--- src/rtl/cast128_sched_if.sv ---
// rtl/cast128_sched_if.sv - job request / response port of the CAST-128 sequencer
interface cast128_sched_if;
  logic         req_valid;
  logic         req_ready;
  logic         req_key_load;
  logic         req_data_en;
  logic         req_en_de;
  logic [127:0] req_key;
  logic [63:0]  req_data;
  logic         rsp_valid;
  logic         rsp_ready;
  logic [63:0]  rsp_data;
  logic         rsp_err;

  modport master (
    output req_valid, req_key_load, req_data_en, req_en_de, req_key, req_data, rsp_ready,
    input  req_ready, rsp_valid, rsp_data, rsp_err
  );

  modport slave (
    input  req_valid, req_key_load, req_data_en, req_en_de, req_key, req_data, rsp_ready,
    output req_ready, rsp_valid, rsp_data, rsp_err
  );
endinterface

--- src/rtl/cast128_sched.sv ---
// rtl/cast128_sched.sv - sequences key/block jobs into the CAST-128 core with timeout
module cast128_sched #(
  parameter int TIMEOUT = 200,
  parameter int TO_W    = 8
) (
  input  logic                  clk,
  input  logic                  nreset,
  cast128_sched_if.slave        bus,
  output logic                  key_loaded,
  output logic                  core_key_rdy,
  output logic                  core_data_rdy,
  output logic                  core_en_de,
  output logic [127:0]          core_key_in,
  output logic [63:0]           core_data_in,
  input  logic                  core_busy,
  input  logic                  core_key_valid,
  input  logic                  core_data_valid,
  input  logic [63:0]           core_data_out
);

  typedef enum logic [2:0] {
    IDLE, KEY_START, KEY_WAIT, DATA_START, DATA_WAIT, RESP
  } state_t;

  localparam logic [TO_W-1:0] TO_LAST = TO_W'(TIMEOUT - 1);

  state_t          state;
  logic [TO_W-1:0] timer;
  logic            key_first;
  logic            job_data_en;
  logic            req_ready_q;
  logic            rsp_valid_q;
  logic            rsp_err_q;
  logic [63:0]     rsp_data_q;
  logic [127:0]    key_q;
  logic [63:0]     data_q;
  logic            en_de_q;

  assign bus.req_ready = req_ready_q;
  assign bus.rsp_valid = rsp_valid_q;
  assign bus.rsp_err   = rsp_err_q;
  assign bus.rsp_data  = rsp_data_q;
  assign core_key_in   = key_q;
  assign core_data_in  = data_q;
  assign core_en_de    = en_de_q;

  always_ff @(posedge clk or negedge nreset) begin
    if (!nreset) begin
      state         <= IDLE;
      timer         <= '0;
      key_first     <= 1'b0;
      job_data_en   <= 1'b0;
      req_ready_q   <= 1'b0;
      rsp_valid_q   <= 1'b0;
      rsp_err_q     <= 1'b0;
      rsp_data_q    <= '0;
      key_q         <= '0;
      data_q        <= '0;
      en_de_q       <= 1'b0;
      key_loaded    <= 1'b0;
      core_key_rdy  <= 1'b0;
      core_data_rdy <= 1'b0;
    end else begin
      case (state)
        IDLE: begin
          if (bus.req_valid && req_ready_q) begin
            req_ready_q <= 1'b0;
            key_q       <= bus.req_key;
            data_q      <= bus.req_data;
            en_de_q     <= bus.req_en_de;
            job_data_en <= bus.req_data_en;
            if (bus.req_key_load) begin
              state <= KEY_START;
            end else if (bus.req_data_en && key_loaded) begin
              state <= DATA_START;
            end else begin
              rsp_valid_q <= 1'b1;
              rsp_err_q   <= 1'b1;
              rsp_data_q  <= '0;
              state       <= RESP;
            end
          end else begin
            req_ready_q <= 1'b1;
          end
        end
        KEY_START: begin
          if (!core_busy) begin
            core_key_rdy <= 1'b1;
            key_loaded   <= 1'b0;
            timer        <= '0;
            key_first    <= 1'b1;
            state        <= KEY_WAIT;
          end
        end
        KEY_WAIT: begin
          // key_valid may still be high from the previous key during the rdy cycle
          core_key_rdy <= 1'b0;
          key_first    <= 1'b0;
          timer        <= timer + TO_W'(1);
          if (!key_first && core_key_valid && !core_busy) begin
            key_loaded <= 1'b1;
            if (job_data_en) begin
              state <= DATA_START;
            end else begin
              rsp_valid_q <= 1'b1;
              rsp_err_q   <= 1'b0;
              rsp_data_q  <= '0;
              state       <= RESP;
            end
          end else if (timer == TO_LAST) begin
            rsp_valid_q <= 1'b1;
            rsp_err_q   <= 1'b1;
            rsp_data_q  <= '0;
            key_loaded  <= 1'b0;
            state       <= RESP;
          end
        end
        DATA_START: begin
          if (!core_busy) begin
            core_data_rdy <= 1'b1;
            timer         <= '0;
            state         <= DATA_WAIT;
          end
        end
        DATA_WAIT: begin
          core_data_rdy <= 1'b0;
          timer         <= timer + TO_W'(1);
          if (core_data_valid) begin
            rsp_valid_q <= 1'b1;
            rsp_err_q   <= 1'b0;
            rsp_data_q  <= core_data_out;
            state       <= RESP;
          end else if (timer == TO_LAST) begin
            rsp_valid_q <= 1'b1;
            rsp_err_q   <= 1'b1;
            rsp_data_q  <= '0;
            key_loaded  <= 1'b0;
            state       <= RESP;
          end
        end
        RESP: begin
          if (bus.rsp_ready) begin
            rsp_valid_q <= 1'b0;
            rsp_err_q   <= 1'b0;
            rsp_data_q  <= '0;
            req_ready_q <= 1'b1;
            state       <= IDLE;
          end
        end
        default: state <= IDLE;
      endcase
    end
  end

endmodule

--- src/flat_wrapper.sv ---
// flat-port wrapper written by rule: the top's interface ports become plain ports
module cast128_sched_flat 
#(
  parameter int TIMEOUT = 200,
  parameter int TO_W    = 8
)
  (clk, nreset, key_loaded, core_key_rdy, core_data_rdy, core_en_de, core_key_in, core_data_in, core_busy, core_key_valid, core_data_valid, core_data_out, bus_req_valid, bus_req_key_load, bus_req_data_en, bus_req_en_de, bus_req_key, bus_req_data, bus_rsp_ready, bus_req_ready, bus_rsp_valid, bus_rsp_data, bus_rsp_err);
  cast128_sched_if bus_i ();
  input  logic clk;
  input  logic nreset;
  output logic key_loaded;
  output logic core_key_rdy;
  output logic core_data_rdy;
  output logic core_en_de;
  output logic [127:0] core_key_in;
  output logic [63:0] core_data_in;
  input  logic core_busy;
  input  logic core_key_valid;
  input  logic core_data_valid;
  input  logic [63:0] core_data_out;
  input wire logic [$bits(bus_i.req_valid)-1:0] bus_req_valid;
  input wire logic [$bits(bus_i.req_key_load)-1:0] bus_req_key_load;
  input wire logic [$bits(bus_i.req_data_en)-1:0] bus_req_data_en;
  input wire logic [$bits(bus_i.req_en_de)-1:0] bus_req_en_de;
  input wire logic [$bits(bus_i.req_key)-1:0] bus_req_key;
  input wire logic [$bits(bus_i.req_data)-1:0] bus_req_data;
  input wire logic [$bits(bus_i.rsp_ready)-1:0] bus_rsp_ready;
  output wire logic [$bits(bus_i.req_ready)-1:0] bus_req_ready;
  output wire logic [$bits(bus_i.rsp_valid)-1:0] bus_rsp_valid;
  output wire logic [$bits(bus_i.rsp_data)-1:0] bus_rsp_data;
  output wire logic [$bits(bus_i.rsp_err)-1:0] bus_rsp_err;
  assign bus_i.req_valid = bus_req_valid;
  assign bus_i.req_key_load = bus_req_key_load;
  assign bus_i.req_data_en = bus_req_data_en;
  assign bus_i.req_en_de = bus_req_en_de;
  assign bus_i.req_key = bus_req_key;
  assign bus_i.req_data = bus_req_data;
  assign bus_i.rsp_ready = bus_rsp_ready;
  assign bus_req_ready = bus_i.req_ready;
  assign bus_rsp_valid = bus_i.rsp_valid;
  assign bus_rsp_data = bus_i.rsp_data;
  assign bus_rsp_err = bus_i.rsp_err;
  cast128_sched #(.TIMEOUT(TIMEOUT), .TO_W(TO_W)) u_core (.clk(clk), .nreset(nreset), .bus(bus_i), .key_loaded(key_loaded), .core_key_rdy(core_key_rdy), .core_data_rdy(core_data_rdy), .core_en_de(core_en_de), .core_key_in(core_key_in), .core_data_in(core_data_in), .core_busy(core_busy), .core_key_valid(core_key_valid), .core_data_valid(core_data_valid), .core_data_out(core_data_out));
endmodule
--- config.mk ---
export PLATFORM = sky130hd
export DESIGN_NAME = cast128_sched_flat
export DESIGN_NICKNAME = d
export VERILOG_FILES = /design/src/rtl/cast128_sched_if.sv /design/src/rtl/cast128_sched.sv /design/src/flat_wrapper.sv
export SDC_FILE = /design/constraint.sdc
export NUM_CORES = 1
export LEC_CHECK = 0
export ABC_CLOCK_PERIOD_IN_PS = 2150
export BUFFER_PORTS_ARGS = -buffer_cell sky130_fd_sc_hd__buf_2
export CAP_MARGIN = 20
export CORE_AREA = 2 2 203 205
export CTS_BUF_LIST = sky130_fd_sc_hd__clkbuf_2
export CTS_CLUSTER_SIZE = 20
export DETAILED_ROUTE_END_ITERATION = 16
export DIE_AREA = 0 0 205 207
export PLACE_DENSITY = 0.54
export SLEW_MARGIN = 30
export SYNTH_ARGS = -nofsm -noshare
export SYNTH_HDL_FRONTEND = slang
export SYNTH_SLANG_ARGS = --single-unit
export TNS_END_PERCENT = 5
--- constraint.sdc ---
create_clock -name clk -period 2.15 [get_ports clk]
set_clock_uncertainty 0.15 [all_clocks]
set_input_delay 0.1075 -clock clk [delete_from_list [all_inputs] [get_ports clk]]
set_output_delay 0.1075 -clock clk [all_outputs]
set_load 0.01 [all_outputs]
==> results.cfg, run 1 <==
[run_status]
run_status = aborted with a tool error
last-stage-reached = clock tree synthesis
first_error = [ERROR RSZ-0060] Max buffer count reached.

[logic_synthesis]
synth_area_leader_cell = sky130_fd_sc_hd__dfrtp_1
synth-seq-cells = 275
yosysWarnings = 0
synth_top_family_by_area = multiplexers
synth_compound_gate_area_share_pct = 7.91
synth-seq-area-share_pct = 64.8
syn_area_per_cell_um2 = 15.5
synth_enable_flop_cells = 0
yosys.cell_types.count = 54
postSynthNetCount = 952
synth_simple_gate_area_share_pct = 3.11
ys_dominant_reg_cell = sky130_fd_sc_hd__dfrtp_1
area_share_of_the_largest_cell_type_after_synthesis_pct = 64.8
synth_area_mm2 = 0.0106
post_synthesis_cell_count = 685
multiplexer_fraction_of_the_synthesized_cell_area_pct = 20.8
synth_xor_xnor_area_share_pct = 0.330
share_of_synthesized_flip_flops_with_an_asynchronous_set_or_reset_pct = 100
yosys.area_share.adder_pct = 0.118
synth_area_leaders = sky130_fd_sc_hd__dfrtp_1, sky130_fd_sc_hd__mux2_1, sky130_fd_sc_hd__a22o_1

[clocking]
clock_sinks = 275
count_of_instances_resized_after_the_clock_tree_is_built = 0
post_cts_hold_fix_bufs = 376
h-tree-depth = 3
cts_made_buffers = 76
cts_buffer_depth = 3
cts_post_setup_buffers_inserted = 0
cts_root_buf = sky130_fd_sc_hd__clkbuf_2

[floorplan]
design.portCount = 529
die-height_um = 207
standard_cell_rows = 74
floorplan.die.width_um = 205
initial_utilization_pct = 26.3

[placement]
cells_after_dpl = 1745
place_hpwl_um = 24000
gp_congestion = 0.824
placedInstanceArea_mm2 = 0.0142
buffers_on_ports = 528
==> synthesized netlist by cell type, types with 3 or more instances <==
master / instances
sky130_fd_sc_hd__dfrtp_1: 275
sky130_fd_sc_hd__mux2_1: 149
sky130_fd_sc_hd__a22o_1: 65
sky130_fd_sc_hd__mux2_2: 46
sky130_fd_sc_hd__buf_4: 15
sky130_fd_sc_hd__nand2_1: 14
sky130_fd_sc_hd__nor2_1: 12
sky130_fd_sc_hd__o21ai_0: 12
sky130_fd_sc_hd__buf_6: 10
sky130_fd_sc_hd__buf_2: 9
sky130_fd_sc_hd__a21oi_1: 8
sky130_fd_sc_hd__clkbuf_1: 7
sky130_fd_sc_hd__nand3_1: 6
sky130_fd_sc_hd__inv_1: 5
sky130_fd_sc_hd__nand2b_1: 3
==> cell families after synthesis <==
family | Yosys count
flip-flops | 275
multiplexers | 196
AO/OA/AOI/OAI | 105
AND/OR/NAND/NOR | 57
buffers and inverters | 47
XOR/XNOR | 4
adder cells (fa/ha/maj) | 1
==> through the flow <==
step	util, %	setup WS, ns	hold WS, ns
3_5_place_dp	35.1	0.188	-0.0908
3_3_place_gp	35.1	0.248	-0.0922
2_1_floorplan	-	0.232	-0.338
==> run 2, diff against run 1 <==
CORE_AREA = not set   (was 2 2 203 205)
CORE_MARGIN = 1   (was not set)
CORE_UTILIZATION = 20   (was not set)
CTS_BUF_LIST = not set   (was sky130_fd_sc_hd__clkbuf_2)
CTS_CLUSTER_SIZE = not set   (was 20)
DIE_AREA = not set   (was 0 0 205 207)
PLACE_DENSITY = not set   (was 0.54)
PLACE_DENSITY_LB_ADDON = 0.15   (was not set)
==> results.cfg, run 2 <==
[sta]
fmax_mhz = 506
finalCritPeriodShare_pct = 92.0
finalHoldViolations = 0
rsz0062_at_grt = no
final_max_slew_viols = 0
timing.slew.headroom_pct = 60.6
setup_tns_ns = 0
final.min_clock_period_ns = 1.98
worst-slew-pin-transition_ns = 0.591
finalWorstSetupSlack_ns = 0.173
setup_viol = 0

[logic_synthesis]
yosys.cell_types.count = 54
synth.most_common_cell = sky130_fd_sc_hd__dfrtp_1
ys_dominant_reg_cell = sky130_fd_sc_hd__dfrtp_1
synth-seq-cells = 275
postSynthNetCount = 952
synth_area_leader_cell = sky130_fd_sc_hd__dfrtp_1
post_synthesis_cell_count = 685
share_of_synthesized_flip_flops_with_an_asynchronous_set_or_reset_pct = 100
ys_top_cells_by_count = sky130_fd_sc_hd__dfrtp_1, sky130_fd_sc_hd__mux2_1, sky130_fd_sc_hd__a22o_1
synth_area_mm2 = 0.0106
synth_enable_flop_cells = 0
area_share_of_the_largest_cell_type_after_synthesis_pct = 64.8
synth-seq-area-share_pct = 64.8
synth_area_leaders = sky130_fd_sc_hd__dfrtp_1, sky130_fd_sc_hd__mux2_1, sky130_fd_sc_hd__a22o_1
yosysWarnings = 0
syn_area_per_cell_um2 = 15.5

[pwr]
combPwrFrac_pct = 39.1
power_leakage_nw = 8.75
clockPowerShare_pct = 23.6
total_switching_power_mw = 8.15
max-vdd-ir-drop_v = 0.000663
p_sw_share_pct = 34.3
total_power_per_unit_cell_area_mw_per_mm2 = 1310
power.share.sequential_pct = 37.3
power_report.internal_total_mw = 15.6

[placement]
cells_after_dpl = 1906
buffers_on_ports = 528
gp_congestion = 0.768
place_hpwl_um = 26000
minimum_setup_slack_after_placement_ns = 0.189

[global_routing]
grtUsageMet3_pct = 3.60
antenna_found_initial = 0
global_route_wire_length_before_repair_um = 53700
groute.usage.overall_pct = 12.8
grt_pass1_vias = 9391
grt-busiest-layer = met2
met2_usage_in_global_routing_pct = 22.2
globalRouteMet1Util_pct = 15.2
grt_start_max_net_pins = 65
overflow = 0

[floorplan]
die_area_mm2 = 0.0541
die-height_um = 232
design.portCount = 529
floorplan.die.width_um = 232
standard_cell_rows = 84
initial_utilization_pct = 20.2
coreArea_mm2 = 0.0526

[final_layout]
post_route_cells_drive_above_1_share_pct = 44.0
final_std_cells_w_o_fill = 2231
multi_input_area_mm2 = 0.00345
syn2layout_area_growth_pct = 70.4
highest_count_cells_in_the_layout_ignoring_fill_and_taps = sky130_fd_sc_hd__buf_2, sky130_fd_sc_hd__dfrtp_1, sky130_fd_sc_hd__dlygate4sd3_1
layout_commonest_cell = sky130_fd_sc_hd__buf_2
layout.nets = 1787
ant_cells = 0
final-seq-area_mm2 = 0.00688
largest_register_ff_count = 128
layout.filler_cells = 5302

[clocking]
cts_root_buf = sky130_fd_sc_hd__clkbuf_16
clock_sinks = 275
cts_buffer_depth = 3
count_of_instances_resized_after_the_clock_tree_is_built = 0
clkTransAtPathRegs_ns = 0.06
source_to_sink_clock_delay_at_the_later_pin_of_the_worst_skew_pair_ns = 0.53
h-tree-depth = 2
cts_tree = yes
cts_made_buffers = 35

[detailed_routing]
drtPass1Iterations = 4
routedWlPerCell_um = 16.0
ant_nets = 0
drt-vias-per-instance = 3.98
drt_wl_total_um = 35700
detailroute.via_count = 8885
drc_viols = 0
drt_first_iter_violations = 345

[worst_setup_path]
critPathSlowestCell = sky130_fd_sc_hd__or3b_1
worstPathBufferInverterCount = 1
crit_type = reg2reg
cp-end-kind = flop
critical_path.max_stage_delay_ns = 0.42
critical_path.startpoint_type = flop
crit_arrival_ns = 2.23
worstPathRequired_ns = 2.41
worst-path-max-fanout = 32
crit_path_cell_trace = or3b_1, a22oi_2, o2111ai_4, buf_12, a22o_1
crit_family = compound AO/OA/AOI/OAI gates

[flow_run]
maxCapViolations = 0

[run_status]
run_status = completed

[hold_path]
min_path_type = in2async
## run 2: timing repair
action                    4_1_cts  5_1_grt
buffers inserted                0        0
hold buffers                  265        0
hold endpoints to repair      543        0
## run 2: final timing paths
path,startpoint,end,slack (ns),cells past startpoint
max,u_core.key_first,u_core.bus.rsp_data[40],0.17,5
max in group asynchronous,nreset,u_core.core_key_in[118],1.15,3
min reg2reg,u_core.core_key_in[27],u_core.core_key_in[27],0.32,1
max reg2reg,u_core.key_first,u_core.bus.rsp_data[40],0.17,5
min in group clk,bus_req_key[79],u_core.core_key_in[79],0.18,3
min,nreset,u_core.core_data_in[20],0.02,2
## run 2: cell type report
| type | instances | share of cell area, % |
|---|---|---|
| flip-flops and latches | 275 | 38.0 |
| repair buffers | 840 | 32.1 |
| multi-input cells | 363 | 19.0 |
| clock buffers | 56 | 5.84 |
| well taps | 688 | 4.75 |
| clock inverters | 4 | 0.131 |
| inverters | 5 | 0.104 |
## run 2: metal layers
layer  vias to the layer above  wire, µm
li1                       4177         -
met1                      4355     14600
met2                       310     17800
met3                        43      2500
met4                         0       717
met5                         -         0
## run 2: worst reg2reg max path, stage by stage (launching register included)
cell	delay, ns
sky130_fd_sc_hd__dfrtp_1	0.41
sky130_fd_sc_hd__or3b_1	0.42
sky130_fd_sc_hd__a22oi_2	0.25
sky130_fd_sc_hd__o2111ai_4	0.17
sky130_fd_sc_hd__buf_12	0.21
sky130_fd_sc_hd__a22o_1	0.24
## run 2: logic make-up (layout without fill, tap and decap cells)
family	after synthesis	in the layout	synth area share, %
DFF	275	275	64.8
xor gates and xnor gates	4	4	0.330
AOI/OAI and AO/OA	105	105	7.91
and+or+nand+nor	57	57	3.11
muxes	196	196	20.8
buffers and inverters	47	905	3.00
adders and majority gates	1	1	0.118
## run 2: power groups by stage
stage / combinational (mW) / sequential [mW] / clock (mW)
after floorplan: 3.63 / 10.0 / 0
after global placement: 9.03 / 8.90 / 0
after detailed placement: 9.08 / 8.90 / 0
after CTS: 9.47 / 8.86 / 5.85
after global routing: 10.1 / 9.17 / 6.06
final: 9.29 / 8.84 / 5.60
## run 2: stage by stage
stage                     power [mW]  hold slack (ns)  util (%)  cell area [µm²]
after floorplan                 13.7           -0.338         -            10600
after global placement          17.9          -0.0134      27.4            14400
after detailed placement        18.0          -0.0114      27.4            14400
after CTS                       24.2          0.00247      34.5            18100
after global routing            25.3           0.0429      34.5            18100
final                           23.7           0.0240      34.5            18100
Power figures use the tool's default switching activity.
